**config.mk**
```make
export PLATFORM = sky130hd
export DESIGN_NAME = multicycle_control
export DESIGN_NICKNAME = d
export VERILOG_FILES = /design/src/rtl/ctrl_pkg.sv /design/src/rtl/ctrl_decode.sv /design/src/rtl/multicycle_control.sv
export SDC_FILE = /design/constraint.sdc
export NUM_CORES = 1
export LEC_CHECK = 0
export ABC_AREA = 1
export CAP_MARGIN = 0
export CORE_ASPECT_RATIO = 0.8
export CORE_MARGIN = 4
export CORE_UTILIZATION = 36
export CTS_BUF_LIST = sky130_fd_sc_hd__clkbuf_8
export DETAILED_ROUTE_END_ITERATION = 6
export PLACE_DENSITY = 0.59
export SYNTH_ARGS = -nofsm -noshare
export SYNTH_HDL_FRONTEND = slang
export SYNTH_HIERARCHICAL = 1
export SYNTH_SLANG_ARGS = --single-unit
```
**constraint.sdc**
```tcl
create_clock -name Clk -period 2 [get_ports Clk]
set_input_delay 0.4 -clock Clk [delete_from_list [all_inputs] [get_ports Clk]]
set_output_delay 0.4 -clock Clk [all_outputs]
set_load 0.05 [all_outputs]
```
**src/rtl/ctrl_pkg.sv**
```systemverilog
// Shared types for the multi-cycle control unit: FSM states, opcode map,
// ALU operation selectors and the static per-opcode decode bundle.
package ctrl_pkg;

    typedef enum logic [2:0] {
        IDLE   = 3'd0,
        FETCH  = 3'd1,
        DECODE = 3'd2,
        EXEC   = 3'd3,
        MEM    = 3'd4,
        WB     = 3'd5
    } state_t;

    localparam logic [2:0] OP_ADD   = 3'b000;
    localparam logic [2:0] OP_ROR   = 3'b001;
    localparam logic [2:0] OP_NAND  = 3'b010;
    localparam logic [2:0] OP_LOAD  = 3'b011;
    localparam logic [2:0] OP_STORE = 3'b100;
    localparam logic [2:0] OP_MOVE  = 3'b101;
    localparam logic [2:0] OP_BNE   = 3'b110;
    localparam logic [2:0] OP_SET   = 3'b111;

    // Width-independent ALU selector; the top expands ALU_PASS to all-ones.
    typedef enum logic [1:0] {
        ALU_ADD  = 2'd0,
        ALU_ROR  = 2'd1,
        ALU_NAND = 2'd2,
        ALU_PASS = 2'd3
    } alu_sel_t;

    typedef struct packed {
        alu_sel_t alu_sel;
        logic     alu_src;
        logic     mem_to_reg;
        logic     is_load;
        logic     is_store;
        logic     is_branch;
        logic     writes_reg;
    } ctrl_t;

    localparam ctrl_t CTRL_NOP = '{
        alu_sel:    ALU_PASS,
        alu_src:    1'b0,
        mem_to_reg: 1'b0,
        is_load:    1'b0,
        is_store:   1'b0,
        is_branch:  1'b0,
        writes_reg: 1'b0
    };

endpackage

```
**src/rtl/ctrl_decode.sv**
```systemverilog
// Combinational opcode decoder: latched opcode -> static control bundle.
// Any opcode outside the 3-bit map (when widened) decodes as NOP.
module ctrl_decode
    import ctrl_pkg::*;
#(
    parameter int MCODEBITS = 3
) (
    input  logic [MCODEBITS-1:0] opcode,
    output ctrl_t                ctrl
);

    logic       in_range;
    logic [2:0] op3;

    assign in_range = ((opcode >> 3) == '0);
    assign op3      = opcode[2:0];

    always_comb begin
        ctrl = CTRL_NOP;
        if (in_range) begin
            case (op3)
                OP_ADD: begin
                    ctrl.alu_sel    = ALU_ADD;
                    ctrl.writes_reg = 1'b1;
                end
                OP_ROR: begin
                    ctrl.alu_sel    = ALU_ROR;
                    ctrl.writes_reg = 1'b1;
                end
                OP_NAND: begin
                    ctrl.alu_sel    = ALU_NAND;
                    ctrl.writes_reg = 1'b1;
                end
                OP_LOAD: begin
                    ctrl.alu_src    = 1'b1;
                    ctrl.mem_to_reg = 1'b1;
                    ctrl.is_load    = 1'b1;
                    ctrl.writes_reg = 1'b1;
                end
                OP_STORE: begin
                    ctrl.alu_src  = 1'b1;
                    ctrl.is_store = 1'b1;
                end
                OP_MOVE: begin
                    ctrl.writes_reg = 1'b1;
                end
                OP_BNE: begin
                    ctrl.is_branch = 1'b1;
                end
                OP_SET: begin
                    ctrl.alu_src    = 1'b1;
                    ctrl.writes_reg = 1'b1;
                end
            endcase
        end
    end

endmodule

```
**src/rtl/multicycle_control.sv**
```systemverilog
// Multi-cycle control FSM: sequences FETCH/DECODE/EXEC/MEM/WB, holds the
// latched opcode and counts retired instructions.
module multicycle_control
    import ctrl_pkg::*;
#(
    parameter int MCODEBITS = 3,
    parameter int OPWIDTH   = 3,
    parameter int CNT_W     = 16
) (
    input  logic                 Clk,
    input  logic                 Reset_n,
    input  logic                 start,
    input  logic                 stop_req,
    input  logic                 instr_valid,
    input  logic [MCODEBITS-1:0] opcode,
    input  logic                 zero,
    input  logic                 mem_ready,
    output logic                 IRWrite,
    output logic                 PCWrite,
    output logic                 PCSrc,
    output logic                 ALUSrc,
    output logic [OPWIDTH-1:0]   ALUOp,
    output logic                 MemRead,
    output logic                 MemWrite,
    output logic                 MemtoReg,
    output logic                 RegWrite,
    output logic                 busy,
    output logic [CNT_W-1:0]     retired
);

    localparam logic [OPWIDTH-1:0] ALUOP_PASS = '1;

    state_t               state_reg;
    state_t               state_next;
    logic [MCODEBITS-1:0] op_reg;
    logic [CNT_W-1:0]     retired_reg;
    logic                 retire;
    ctrl_t                ctrl;
    logic [OPWIDTH-1:0]   alu_op_dec;

    ctrl_decode #(
        .MCODEBITS(MCODEBITS)
    ) u_decode (
        .opcode(op_reg),
        .ctrl  (ctrl)
    );

    assign alu_op_dec = (ctrl.alu_sel == ALU_PASS) ? ALUOP_PASS
                                                   : OPWIDTH'(ctrl.alu_sel);

    always_ff @(posedge Clk or negedge Reset_n) begin
        if (!Reset_n) begin
            state_reg <= IDLE;
        end else begin
            state_reg <= state_next;
        end
    end

    always_ff @(posedge Clk or negedge Reset_n) begin
        if (!Reset_n) begin
            op_reg      <= '0;
            retired_reg <= '0;
        end else begin
            if (state_reg == FETCH && instr_valid) begin
                op_reg <= opcode;
            end
            if (retire) begin
                retired_reg <= retired_reg + 1'b1;
            end
        end
    end

    // Retire is the single point where the PC advances and the count bumps;
    // stop_req is only looked at here.
    always_comb begin
        state_next = state_reg;
        retire     = 1'b0;
        unique case (state_reg)
            IDLE:   if (start) state_next = FETCH;
            FETCH:  if (instr_valid) state_next = DECODE;
            DECODE: state_next = EXEC;
            EXEC: begin
                if (ctrl.is_branch) begin
                    retire = 1'b1;
                end else if (ctrl.is_load || ctrl.is_store) begin
                    state_next = MEM;
                end else begin
                    state_next = WB;
                end
            end
            MEM: begin
                if (mem_ready) begin
                    if (ctrl.is_store) begin
                        retire = 1'b1;
                    end else begin
                        state_next = WB;
                    end
                end
            end
            WB:      retire = 1'b1;
            default: state_next = IDLE;
        endcase
        if (retire) begin
            state_next = stop_req ? IDLE : FETCH;
        end
    end

    always_comb begin
        IRWrite  = 1'b0;
        PCWrite  = retire;
        PCSrc    = 1'b0;
        ALUSrc   = 1'b0;
        ALUOp    = ALUOP_PASS;
        MemRead  = 1'b0;
        MemWrite = 1'b0;
        MemtoReg = 1'b0;
        RegWrite = 1'b0;
        if (state_reg == DECODE || state_reg == EXEC ||
            state_reg == MEM    || state_reg == WB) begin
            ALUOp    = alu_op_dec;
            ALUSrc   = ctrl.alu_src;
            MemtoReg = ctrl.mem_to_reg;
        end
        case (state_reg)
            FETCH: IRWrite = instr_valid;
            EXEC:  PCSrc   = ctrl.is_branch & ~zero;
            MEM: begin
                MemRead  = ctrl.is_load;
                MemWrite = ctrl.is_store;
            end
            WB:    RegWrite = ctrl.writes_reg;
            default: ;
        endcase
    end

    assign busy    = (state_reg != IDLE);
    assign retired = retired_reg;

endmodule

```
==> metrics.md <==
| Metric | Value |
|---|---|
| Status | `finished, final reports clean` |
| I/O pins | `38` |
| Vias per cell | `~4.5` |
| Number of H-tree levels | `1` |
| Worst r2r dst | `retired[9]` |
| Leak | `approximately 1.0 nW` |
| Initial drt markers | `approximately 100` |
| Fin. max-slew vios | `0` |
| Final HPWL DP | `2793 um` |
| Rows | `20` |
| Crit-path slowest cell | `clkdlybuf4s50_1` |
| CP delay by family, top | `buffers and inverters` |
| Per-cell routed wire length | `around 11 um` |
| Dominant cell type by area after synthesis | `dfrtp_1` |
| Top cells by area, synth | `dfrtp_1, nand2_1, inv_1` |
| Hold Crit Class | `input port to asynchronous set/reset pin` |
| Post-synthesis adder-cell area fraction | `0.01675` |
| Sequential cell area | `about 550 um2` |
| Number of nets in the layout | `279` |
| Crit-path cells | `clkdlybuf4s50_1` |
| Top sig layer | `met4` |
| Post-synthesis cell count | `between 200 and 250` |
| Layout Cells excl Fill | `about 320` |
| First-pass GRT wire length | `~5700 um` |
| Max-cap violations | `0` |
| Slew @ Worst Pin | `500.2 ps` |
| Ys Warns | `6` |
| Total power | `around 3.2 mW` |
| # DRC | `0` |
| GRT overflow | `0` |
| Total core area | `approximately 3900 um2` |
| Cts hold-fix bufs | `0` |
| FF+latch count, synth | `22` |
| Met3 Wirelength | `150 um` |
| Clk_skew | `5.212 ps` |
| Sequential share of the synthesized area | `0.3685` |
| CP max stage delay | `between 800 and 900 ps` |
| Kind of critical path | `register to output pin` |
| # diodes | `0` |
| Placed cells | `roughly 310` |
| Clock transition at path regs | `80 ps` |
| Max reg flops | `16` |
| Clock sinks | `22` |
| CTS buffer count | `3` |
| Clock Latency Late Sink | `about 270 ps` |
| Ys flop type | `dfrtp_1` |
| Reg-to-Reg Start | `state_reg[2]` |
| Die width | `between 80 and 90 um` |
| Multi-input logic area | `about 770 um2` |
| Simple-gate portion of the synthesized area | `0.3953` |
| Initial core utilization | `0.3827` |
| CP endpoint kind | `output pin` |
| CTS tree | `yes` |
| Share of cells above drive strength 1 | `0.1729` |
| Area delta synth->final | `42.21%` |
| Global-route usage over all layers | `0.1388` |
| Final hold violation count | `0` |
| Cell area after synthesis | `about 1500 um2` |
| Post-synthesis mux area share | `0` |
| Worst EP arrival | `between 1500 and 2000 ps` |
| Main combinational cell family by area after synthesis | `simple AND/OR/NAND/NOR gates` |
| Largest net degree at the start of global routing | `23` |
| Slack of the critical path | `between 60 and 70 ps` |
| Startpoint types | `register` |
| Peak VDD IR | `~1.1 mV` |
| Top-count cell post-synth | `nand2_1` |
| Wl on met1 | `1863 um` |
| Setup WS pre-CTS | `161.1 ps` |
| Max Clk Rate | `0.5179 GHz` |
| Post-synth top area share | `0.3685` |
| Initial antenna violation count | `0` |
| Detail Route Antenna Nets | `0` |
| Die height | `65.62 um` |
| Final setup fails | `0` |
| Mean Syn Cell Area | `6.791 um2` |
| Minimum clock period | `1931 ps` |
| 1st-pass router iterations | `4` |
| Crit path required time | `1600 ps` |
| Fill count | `376` |
| Post-synth ARST share | `1.000` |
| Clock tree root driver cell | `clkbuf_8` |
| Die Area | `5251 um2` |
| Reg2reg setup slack | `between 300 and 400 ps` |
| Clock buffer depth | `2` |
| Crit-path max FO | `4` |
| Post-synth EDFFs | `0` |
| RSZ-0062 raised after global routing | `yes` |
| Syn Nets | `roughly 230` |
| Placer Congestion | `0.8920` |
| Input/output buffers | `37` |
| Met2 wire length | `around 1400 um` |
| Buffers and inverters on the worst path | `1` |
| Final period util | `0.9654` |
| Relative slew margins | `0.6655` |
| Worst r2r path cells | `10` |
| Vias | `about 1500` |
| Drt total wl | `about 3400 um` |
| XOR/XNOR Fraction of Synth Area | `0.04104` |
| Vias in the first global route | `roughly 1200` |
| Cell Pwr Density | `roughly 1500 nW/um2` |
| Unique masters post-synth | `25` |
| Top post-synthesis cells by count | `nand2_1, inv_1, nor2_1` |
| Synth Area in Compound Gates | `0.06198` |
[layout by cell type, fill, tap and decap left out]
cell	Yosys	routed
clkbuf_8	0	3
inv_1	33	32
o21ai_2	4	4
nand3_2	2	3
inv_2	0	1
inv_8	1	1
nand2_2	1	1
ha_1	2	2
buf_4	1	15
o21ai_1	1	2
or2_4	1	1
o21ai_0	7	6
a21oi_1	2	2
nand4_1	4	4
dfrtp_2	0	1
nand3b_1	3	3
clkdlybuf4s50_1	0	19
xnor2_1	4	4
bufinv_16	0	1
buf_12	1	11
dfrtp_1	22	21
nand2_4	1	1
o211ai_1	1	1
xor2_1	3	3
nor2_1	30	30
nand3_1	13	12
nand2_1	76	76
nor3_1	3	3
nor2_2	3	3
[per-layer routing]
layer	vias up	track usage
li1	768	-
met1	651	0.2077
met2	29	0.1952
met3	4	0.03562
met4	0	0.03797
met5	-	0
[worst max-delay path by stage]
stage	endpoint	start	slack, ps	cells past startpoint
floorplan	MemRead	state_reg[1]	90	5
global placement	PCWrite	mem_ready	180	8
detailed placement	PCWrite	mem_ready	160	8
CTS	PCWrite	state_reg[1]	20	6
global route	PCWrite	op_reg[0]	-20	10
finish	retired[14]	retired[14]	70	1
[what timing repair did]
item                                    CTS  global route
resized for setup                         0             3
endpoints found under the setup margin    0             6
setup buffers                             0             3
[layout make-up]
| type | instances | area share |
|---|---|---|
| flip-flops and latches | 22 | 0.2597 |
| clock buffers | 3 | 0.01943 |
| inverters | 34 | 0.06360 |
| repair buffers | 45 | 0.2462 |
| clock inverters | 1 | 0.01413 |
| multi-input cells | 161 | 0.3645 |
| well taps | 55 | 0.03239 |
[power by group]
group / switching [mW] / leakage [nW] / internal (mW)
combinational: 1.27 / 0.711 / 0.795
sequential: 0.175 / 0.286 / 0.581
clock: 0.146 / 0.0357 / 0.267
total: 1.59 / 1.03 / 1.64
[cell families (layout without fill, tap and decap cells)]
group,after synthesis,after routing
adders and majority gates,2,2
xor gates and xnor gates,7,7
and+or+nand+nor,137,137
AOI/OAI and AO/OA,15,15
buffers and inverters,37,83
DFF,22,22
[stage by stage]
step | cell area, um2 | TNS [ps] | hold WS, ps | utilization
floorplan | 1494 | 0 | 104.4 | -
global placement | 2024 | 0 | 505.8 | 0.5186
detailed placement | 2024 | 0 | 503.8 | 0.5186
CTS | 2096 | 0 | 487.0 | 0.5369
global route | 2125 | -21.61 | 500.8 | 0.5442
finish | 2125 | 0 | 482.3 | 0.5442
No activity file was read; power rests on OpenSTA's default activity.
